### config.mk
export PLATFORM = sky130hd
export DESIGN_NAME = mux
export DESIGN_NICKNAME = d
export VERILOG_FILES = /design/src/rtl/mux.sv
export SDC_FILE = /design/constraint.sdc
export NUM_CORES = 1
export LEC_CHECK = 0
export CAP_MARGIN = 15
export CORE_MARGIN = 5
export CORE_UTILIZATION = 36
export CTS_CLUSTER_DIAMETER = 100
export CTS_CLUSTER_SIZE = 24
export DETAILED_ROUTE_END_ITERATION = 10
export PLACE_DENSITY = 0.67
export SYNTH_ARGS = -nofsm -noshare
export SYNTH_HDL_FRONTEND = slang
export SYNTH_SLANG_ARGS = --single-unit
### constraint.sdc
create_clock -name clk -period 2.7 [get_ports clk]
set_clock_uncertainty 0.1 [all_clocks]
set_input_delay 0.81 -clock clk [delete_from_list [all_inputs] [get_ports clk]]
set_output_delay 0.81 -clock clk [all_outputs]
set_load 0.05 [all_outputs]
### src/rtl/mux.sv
// 4:1 lane multiplexer with a combinational output and an enable-gated registered copy.
// The registered path also reports when the captured select changes and counts those changes.
module mux #(
  parameter int unsigned WIDTH = 1,
  parameter int unsigned CNT_W = 8
) (
  input  logic                 clk,
  input  logic                 rst,
  input  logic [4*WIDTH-1:0]   i,
  input  logic [1:0]           s,
  input  logic                 en,
  output logic [WIDTH-1:0]     o,
  output logic [WIDTH-1:0]     o_q,
  output logic [1:0]           s_q,
  output logic                 sel_chg,
  output logic [CNT_W-1:0]     chg_cnt
);

  logic [WIDTH-1:0] lanes [4];
  logic [WIDTH-1:0] o_d;
  logic [1:0]       s_d;
  logic             sel_chg_d;
  logic [CNT_W-1:0] chg_cnt_d;

  for (genvar k = 0; k < 4; k++) begin : g_lane
    assign lanes[k] = i[k*WIDTH +: WIDTH];
  end

  always_comb begin
    o = lanes[s];
  end

  always_comb begin
    o_d       = o_q;
    s_d       = s_q;
    sel_chg_d = 1'b0;
    chg_cnt_d = chg_cnt;
    if (en) begin
      o_d       = lanes[s];
      s_d       = s;
      sel_chg_d = (s != s_q);
      // Count saturates rather than wrapping.
      if (sel_chg_d && (chg_cnt != {CNT_W{1'b1}})) begin
        chg_cnt_d = chg_cnt + CNT_W'(1);
      end
    end
  end

  always_ff @(posedge clk) begin
    if (rst) begin
      o_q     <= '0;
      s_q     <= 2'b00;
      sel_chg <= 1'b0;
      chg_cnt <= '0;
    end else begin
      o_q     <= o_d;
      s_q     <= s_d;
      sel_chg <= sel_chg_d;
      chg_cnt <= chg_cnt_d;
    end
  end

endmodule

==> results.md <==
* CTS Sinks at 12
* CTS tree: done
* Int Power at 0.0002786 W
* Initial drt markers at 12
* Dpl cell area at about 850 sq um
* Root buffer cell: clkbuf_4
* CTS Hold Bufs at 0
* Top Ports at 22
* Critical path launch point type: input pin
* Flop pwr share at around 47%
* Final min period at 2.647 ns
* CP Data Required Time at about 1.8 ns
* Fin cells at between 100 and 150
* Area growth, synth to finish at 48.10%
* Yosys reg bits at 12
* Initial antenna violation count at 0
* Initial Utilization at between 30% and 40%
* Pre-antenna DRT Iters at 4
* Post-synth EDFFs at 0
* Top post-synthesis cells by count: dfxtp_1, nor2_1, a21oi_1, mux2i_1, nand3_1
* Power Total at roughly 0.00040 W
* Yosys top cell by area: dfxtp_1
* # port buffers at 21
* Vias per cell at a little over 5
* CP delay by family, top: multiplexers
* CP cell instances: clkdlybuf4s15_1, mux4_2, buf_8
* Crit Path Class: input pin to output pin
* RSZ-0062 raised after global routing: no
* Yosys Warn Count at 0
* Synth top area cells: dfxtp_1, mux2i_1, mux4_1
* Number of nets in the layout at roughly 100
* Syn nets at 72
* First-pass GRT wire length at ~2500 microns
* Total leakage power at about 0.33 nW
* Max-Cap Viols at 0
* Pre-CTS setup slack at -0.3159 ns
* Worst-path clk slew at around 0.08 ns
* Max VDD drop at roughly 280 uV
* Crit-path max FO at 2
* CP max stage delay at 0.54 ns
* Largest net degree at the start of global routing at 16
* Fmax at ~380 MHz
* Overflow left after global routing at 0
* Gpl congestion at about 0.67
* Mapped Cells at a little over 60
* Worst Hold Class: flip-flop to flip-flop
* N_diodes at 0
* CTS Buf Count at 3
* DIE WIDTH at about 51 microns
* H-tree levels at 1
* Post-synthesis cell area at between 500 and 600 sq um
* Rows at 14
* Total number of vias at between 500 and 600
* Total Routing Usage GR at approximately 12%
* Post-DRT Antenna Nets at 0
* Total wire length at 1417 microns
* Relative slew margins at 65.64%
* PwrDens at 453.0 nW/um^2
* Skew-Pair Late Insertion Delay at between 0.2 and 0.3 ns
* Power share of the clock group at approximately 28%
* Total Die Area at roughly 2600 sq um
* Sw frac at about 30%
* Setup TNS at 0 ns
* Crit-path slowest cell: mux4_2
* Die Span Y at ~51 microns
* Final Instance Area at between 800 and 900 sq um
* Status: complete, no violations
* CP Data Arrival Time at 1.74 ns
* Top FF cell, synth: dfxtp_1
* Net Sw Power at about 0.00012 W
* Worst-Margin Slew at 0.5138 ns
* Slack of the worst reg-to-reg path at 1.04 ns
* Logic pwr share at approximately a quarter
* Final HPWL DP at 1029 microns
* Asr flop ratio synth at 0%
* Synth cell types at 25
* Slew Limit Fails at 0
* Clk buf depth at 2
* CP Capture Type: output pin
* Vias in the first global route at between 500 and 600
* Final setup violation count at 0
* Avg Inst Size Synth at between 9 and 10 sq um
* Most frequent cell after synthesis: dfxtp_1
* Fin. Hold Viols at 0
* DR WL/cell at 13.24 microns
* Setup slack after layout at about 0.053 ns
* DRC at 0
* Top cell type's share of synthesized area at about two fifths
* Placed Cells at between 100 and 150
* CORE AREA at roughly 1500 sq um
* Final Cycle Share at a little over nine tenths
* Crit path buffers/inverters at 2
* Sequential area share after synthesis at approximately two fifths
* Layout cells sized above 1 at between 10% and 20%
* Filler cell count in the final layout at approximately 140
==> kinds of logic (layout without fill, tap and decap cells) <==
kind of cell	Yosys count	count (layout)	synth area share, %
buffers and inverters	3	32	3.163
xor gates and xnor gates	2	2	2.954
adders and majority gates	1	1	2.109
AOI/OAI and AO/OA	11	11	11.81
and+or+nand+nor	26	26	24.47
muxes	7	7	14.98
DFF	12	12	40.51
==> worst reg2reg max path: stages (launching register included) <==
cell	delay (ns)
dfxtp_1	0.34
ha_1	0.25
nand3_1	0.11
nor2_2	0.09
nor4_1	0.30
mux2_2	0.37
==> registers in the layout, indices dropped and copies added, names as in the netlist <==
name	cells
o_q	1
chg_cnt	8
sel_chg	1
s_q	2
==> layer usage <==
layer  up-vias  part of all wire, %  GRT usage [%]
met3         2                  4.4          2.959
met5         -                    0              0
li1        290                    -              -
met1       248                   48          15.55
met4         0                 0.85          8.936
met2        15                   47          18.39
==> layout by cell type (no fill, tap or decap), drive strengths merged, types with 2 or more instances in the layout <==
cell / Yosys / routed
buf: 1 / 8
o31ai: 3 / 3
clkdlybuf4s50: 0 / 14
clkbuf: 1 / 3
nor2: 8 / 8
nand2: 2 / 2
mux2: 2 / 2
mux2i: 4 / 4
nor2b: 2 / 2
nand3: 4 / 4
dfxtp: 12 / 12
xor2: 2 / 2
a21oi: 5 / 5
nand2b: 2 / 2
dlygate4sd2: 0 / 5
o21ai: 2 / 2
or4: 3 / 3
or3: 2 / 2
nor4: 2 / 2
==> final timing paths <==
kind,from,endpoint,depth (start not counted)
hold reg to reg,o_q,o_q,2
setup reg to reg,chg_cnt[0],chg_cnt[7],5
hold / removal,o_q,o_q,2
setup / recovery,s[0],o,3
==> power by group through the flow <==
stage	registers [W]	logic, W	clock network (W)
floorplan	0.000216	0.0000322	0
global placement	0.000193	0.0000943	0
detailed placement	0.000193	0.0000953	0
CTS	0.000189	0.0000978	0.000119
global route	0.000190	0.000104	0.000126
finish	0.000189	0.0000975	0.000112
==> per-stage QoR <==
| stage | hold slack [ns] | util, % |
|---|---|---|
| after detailed placement | 0.3879 | 55.19 |
| after floorplan | 0.6069 | - |
| after global placement | 0.3801 | 55.19 |
| final | 0.4002 | 56.98 |
| after global routing | 0.4454 | 56.98 |
| after CTS | 0.4073 | 56.90 |
==> area by class of cell <==
class / count / area (sq um) / share of cell area [%]
Tap cell: 16 / 20.02 / 2.279
Inverter: 1 / 3.754 / 0.4274
Clock buffer: 3 / 22.52 / 2.564
Multi-Input combinational cell: 47 / 330.3 / 37.61
Sequential cell: 12 / 240.2 / 27.35
Timing Repair Buffer: 28 / 261.5 / 29.77
==> timing repair <==
item,CTS,global route
buffers inserted,1,0
endpoints found under the setup margin,1,1
gates resized for setup,9,1
pin swaps,0,0
(Power assumes the default switching activity.)
==> variant 1: new RTL, same settings <==
Set the parameter `CNT_W` to 12 (it was 8).
--- a/src/rtl/mux.sv
+++ b/src/rtl/mux.sv
@@ -4,3 +4,3 @@
   parameter int unsigned WIDTH = 1,
-  parameter int unsigned CNT_W = 8
+  parameter int unsigned CNT_W = 12
 ) (
Interface: changed (resized chg_cnt); port bits go from 22 to 26. The function was not compared with the original's and may differ.
==> variant 1 against the original RTL <==
Area after synthesis up 36%. Setup slack better by 0.0012 ns. Routed wire length up 35%. Register-to-register slack worse by 0.38 ns. Maximum frequency about the same. Synthesized cell count up 44%. Die area up 28%. First-iteration DRC count down 67%. Final area up 34%. Power up 18%. Sequential cell count up 4. Utilization down 2.8 points. Non-clock buffer count up 8.
==> variant 1: results (changes against the original RTL) <==
Synth
  – Post-synth top cells: dfxtp_1, a21oi_1, nor2_1 (was dfxtp_1, nor2_1, a21oi_1)
  – Mux contribution to synthesized area: 8.37% (was 15.0%)
  – Synth cell types: 31 (was 25)
  – Synth Area in XOR/XNOR: 3.10% (was 2.95%)
  – Post-Syn Area per Cell: 9.07 µm² (was 9.57 µm²)
  – Synth area leaders: dfxtp_1, a21oi_1, or4_1, mux2i_1, o31ai_1 (was dfxtp_1, mux2i_1, mux4_1, nor2_1, a21oi_1)
  – Adder-cell share of the synthesized area: 1.55% (was 2.11%)
  – Sequential share of the synthesized area: 39.7% (was 40.5%)

Power and ir drop
  – P_leak: 0.428 nW (was 0.333 nW)
  – Sequential power share: 52.9% (was 47.4%)
  – Internal power: 0.339 mW (was 0.279 mW)
  – Comb group: 0.102 mW (was 0.0975 mW)

Finish
  – Layout cell share with drive strength beyond 1: 15.3% (was 18.7%)
  – Top Registers: chg_cnt x12, s_q x2 (was chg_cnt x8, s_q x2)
  – Final net count: 136 (was 103)
  – Final cell count without fillers: 152 (was 107)

Global routing
  – Total GRT Usage: 12.4% (about the same)
  – First-pass GRT wire length: 3330 µm (was 2460 µm)
  – Largest net degree at the start of global routing: 10 (was 16)
  – Vias in the first global route: 767 (was 551)

Route
  – Vias per cell: 5.32 (was 5.19)
  – Routed len/inst: 12.6 µm (was 13.2 µm)

Place
  – Gpl congestion: 0.729 (was 0.667)
  – Number of buffers added on ports: 25 (was 21)
  – DP Wirelength: 1480 µm (was 1030 µm)
  – Setup WS pre-CTS: -0.307 ns (was -0.316 ns)

Min path
  – Worst hold endpoint: chg_cnt[10] (was o_q)

Worst setup path
  – R2R setup slack: 0.66 ns (was 1.04 ns)
  – R2r endpoint: chg_cnt[8] (was chg_cnt[7])

Timing
  – Hold slack: 0.404 ns (was 0.400 ns)

Status
  – Status: completed (unchanged)
## variant 1: cell count changes after synthesis, sizes merged, moves of 3 or more
cell / unedited run / this run
inv: 1 / 4
a21oi: 5 / 9
o21ai: 2 / 5
dfxtp: 12 / 16
## variant 1: cell families (layout without fill, tap and decap cells)
kind of cell / Yosys count / after routing
simple gates: 30 / 30
compound gates: 27 / 27
flops: 16 / 16
buf+inv: 8 / 43
mux: 5 / 5
xor+xnor: 2 / 2
fa+ha+maj: 1 / 1
## variant 1: how the worst max path moves through the flow
stage,startpoint,to,slack [ns],cells after the start
finish,s[0],o,0.05,3
global route,s[0],o,0.02,3
global placement,s[0],o,-0.29,3
CTS,s[0],o,0.02,3
detailed placement,s[0],o,-0.31,3
floorplan,s[0],o,0.19,1
## variant 1: metrics by stage
| step | TNS [ns] | cell area (µm²) |
|---|---|---|
| 2_1_floorplan | 0 | 807 |
| 3_3_place_gp | -0.409 | 1160 |
| 3_5_place_dp | -0.549 | 1160 |
| 4_1_cts | 0 | 1170 |
| 5_1_grt | 0 | 1180 |
| 6_report | 0 | 1180 |
## variant 1: layer usage
| layer | vias up | part of all wire, % | global-route usage (%) |
|---|---|---|---|
| met4 | 0 | 0.89 | 3.97 |
| met5 | - | 0 | 0 |
| met2 | 31 | 46 | 20.6 |
| li1 | 410 | - | - |
| met1 | 366 | 46 | 15.3 |
| met3 | 2 | 7.8 | 3.62 |
## variant 1: cell type report
class                           instances  share of cell area, %
Tap cell                               28                   2.98
Sequential cell                        16                   27.2
Timing Repair Buffer                   36                   28.2
Inverter                                4                   1.28
Clock buffer                            3                   1.91
Multi-Input combinational cell         65                   38.4
## variant 1: what timing repair did
item,in CTS,in global routing
resized for setup,9,1
setup endpoints to repair,1,1
pin swaps,0,0
==> variant 2: new RTL, config.mk and constraints unchanged <==
Made on the original files. Reset style: asynchronous (`rst`), changed in one clocked block.
--- a/src/rtl/mux.sv
+++ b/src/rtl/mux.sv
@@ -48,3 +48,3 @@
 
-  always_ff @(posedge clk) begin
+  always_ff @(posedge clk or posedge rst) begin
     if (rst) begin
Function: differs if rst is asserted again (counterexample within 4 cycles, from zero or initial values and one cycle with rst high); with rst held inactive, the same outputs for 10 cycles.
==> variant 2 against the original RTL <==
Critical path type unchanged. Setup slack worse by 0.023 ns. Area after synthesis rose by 0.21%. Final area is 0.28% higher. Via count shrank 13%. Synthesized cell count down 18%. Sequential cell count stayed put. Utilization up 0.16 points. Routed wire length shrank 11%.
Power is not compared: it rests on default switching activity, and its combinational part moved more than twofold at a synthesized area within 25%.
==> variant 2: results (changes against the original RTL) <==
Power and ir drop
  – Worst vdd ir: 722 µV
  – P_leak: 0.393 nW

Worst setup path
  – Max FO, Critical Path: 2 (unchanged)
  – Crit-path max cell delay: 0.54 ns (about the same)
  – CP max-delay cell: mux4_2 (unchanged)
  – Arr. time, crit path: 1.76 ns (was 1.74 ns)

Global routing
  – Total GRT Usage: 10.9% (was 12.4%)
  – First-pass GRT wire length: 2130 µm (was 2460 µm)
  – Initial antenna violation count: 0 (unchanged)
  – Vias in the first global route: 518 (was 551)
  – Largest net degree at the start of global routing: 13 (was 16)

Min path
  – Hold Path Class: flip-flop to flip-flop (unchanged)

Clock network
  – H-Tree Depth: 1 (unchanged)
  – CTS resizes: 8 (was 9)
  – CTS clk-pin slew, worst paths: 0.08 ns (about the same)
  – Setup Fix Bufs, Post-CTS: 0 (was 1)
  – Num CTS Buffers: 3 (unchanged)
  – Root buffer cell: clkbuf_4 (unchanged)
  – Worst skew pair latency: 0.27 ns (about the same)
  – Clk buf depth: 2 (unchanged)

Finish
  – Final cell count without fillers: 95 (was 107)
  – Antenna Cells: 0 (unchanged)
  – Top Registers: chg_cnt x8, s_q x2 (unchanged)
  – Layout cell share with drive strength beyond 1: 20.3% (was 18.7%)
  – Final net count: 90 (was 103)

Synth
  – Post-synth top cells: dfrtp_1, xor2_1, inv_1 (was dfxtp_1, nor2_1, a21oi_1)
  – Synth cell types: 19 (was 25)
  – Synth Net Count: 61 (was 72)
  – Synth warn: 0 (unchanged)
  – Synth area leaders: dfrtp_1, xor2_1, mux2_2, mux4_2, inv_1 (was dfxtp_1, mux2i_1, mux4_1, nor2_1, a21oi_1)
  – Post-Syn Area per Cell: 11.7 µm² (was 9.57 µm²)
  – Sequential share of the synthesized area: 50.5% (was 40.5%)
  – Async S/R FF share, synth: 100% (was 0%)

Route
  – Initial drt markers: 6 (was 12)
  – Routed len/inst: 13.3 µm (was 13.2 µm)
  – Vias per cell: 5.06 (was 5.19)
  – Initial DRT Pass Iterations: 5 (was 4)

Place
  – Gpl congestion: 0.801 (was 0.667)
  – DP Wirelength: 994 µm (was 1030 µm)
  – Number of buffers added on ports: 21 (unchanged)
  – Post-Place Cells: 91 (was 103)

Timing
  – Slew Limit Headroom: 65.9% (was 65.6%)

Status
  – Status: completed (unchanged)
## variant 2: worst paths after layout
| kind | from | end | slack [ns] | depth (start not counted) |
|---|---|---|---|---|
| setup / recovery | s[0] | o | 0.03 | 3 |
| hold / removal | chg_cnt[6] | chg_cnt[6] | 0.40 | 1 |
| setup reg to reg | chg_cnt[0] | chg_cnt[1] | 0.93 | 5 |
| hold reg to reg | chg_cnt[6] | chg_cnt[6] | 0.40 | 1 |
| max in group asynchronous | rst | s_q[1] | 1.45 | 2 |
| min in group asynchronous | rst | chg_cnt[4] | 0.74 | 2 |
## variant 2: through the flow
stage               area (µm²)  TNS (ns)  total power, mW  setup slack, ns  hold WS [ns]
floorplan                  594         0            0.698            0.341         0.575
global placement           845    -0.229            0.882           -0.229         0.388
detailed placement         845    -0.245            0.889           -0.245         0.393
CTS                        881         0             1.04           0.0304         0.405
global route               881         0             1.09           0.0151         0.439
finish                     881         0             1.02           0.0302         0.400
## variant 2: per-layer routing
layer	GRT usage, %	share of wire (%)	wire, µm	vias to the layer above
met1	12.0	41	524	233
li1	-	-	-	232
met4	5.11	1.2	15	0
met5	0	0	0	-
met3	3.55	6.4	81	2
met2	18.6	51	644	14
## variant 2: layout make-up
cell class / count / area, µm²
inverter: 5 / 18.8
sequential: 12 / 300
multi-input combinational: 34 / 275
clock buffer: 4 / 36.3
fill: 152 / 661
tap: 16 / 20.0
timing repair buffer: 24 / 230
## variant 2: critical path, delay by kind of cell
kind / cells / cell delay [ns]
muxes: 1 / 0.54
buffers and inverters: 2 / 0.41
## variant 2: where the power goes
group          switching, mW  leakage [nW]  total, mW  internal [mW]
clock network         0.0610        0.0210      0.143         0.0820
registers             0.0774         0.144      0.324          0.247
logic                  0.351         0.229      0.557          0.206
total                  0.490         0.393       1.02          0.534
## variant 2: kinds of logic after synthesis
group,count (synthesis),share of synthesized area (%)
and+or+nand+nor,16,15.2
DFF,12,50.5
muxes,7,15.6
xor gates and xnor gates,6,8.84
buffers and inverters,5,3.16
AOI/OAI and AO/OA,4,4.63
adders and majority gates,1,2.10
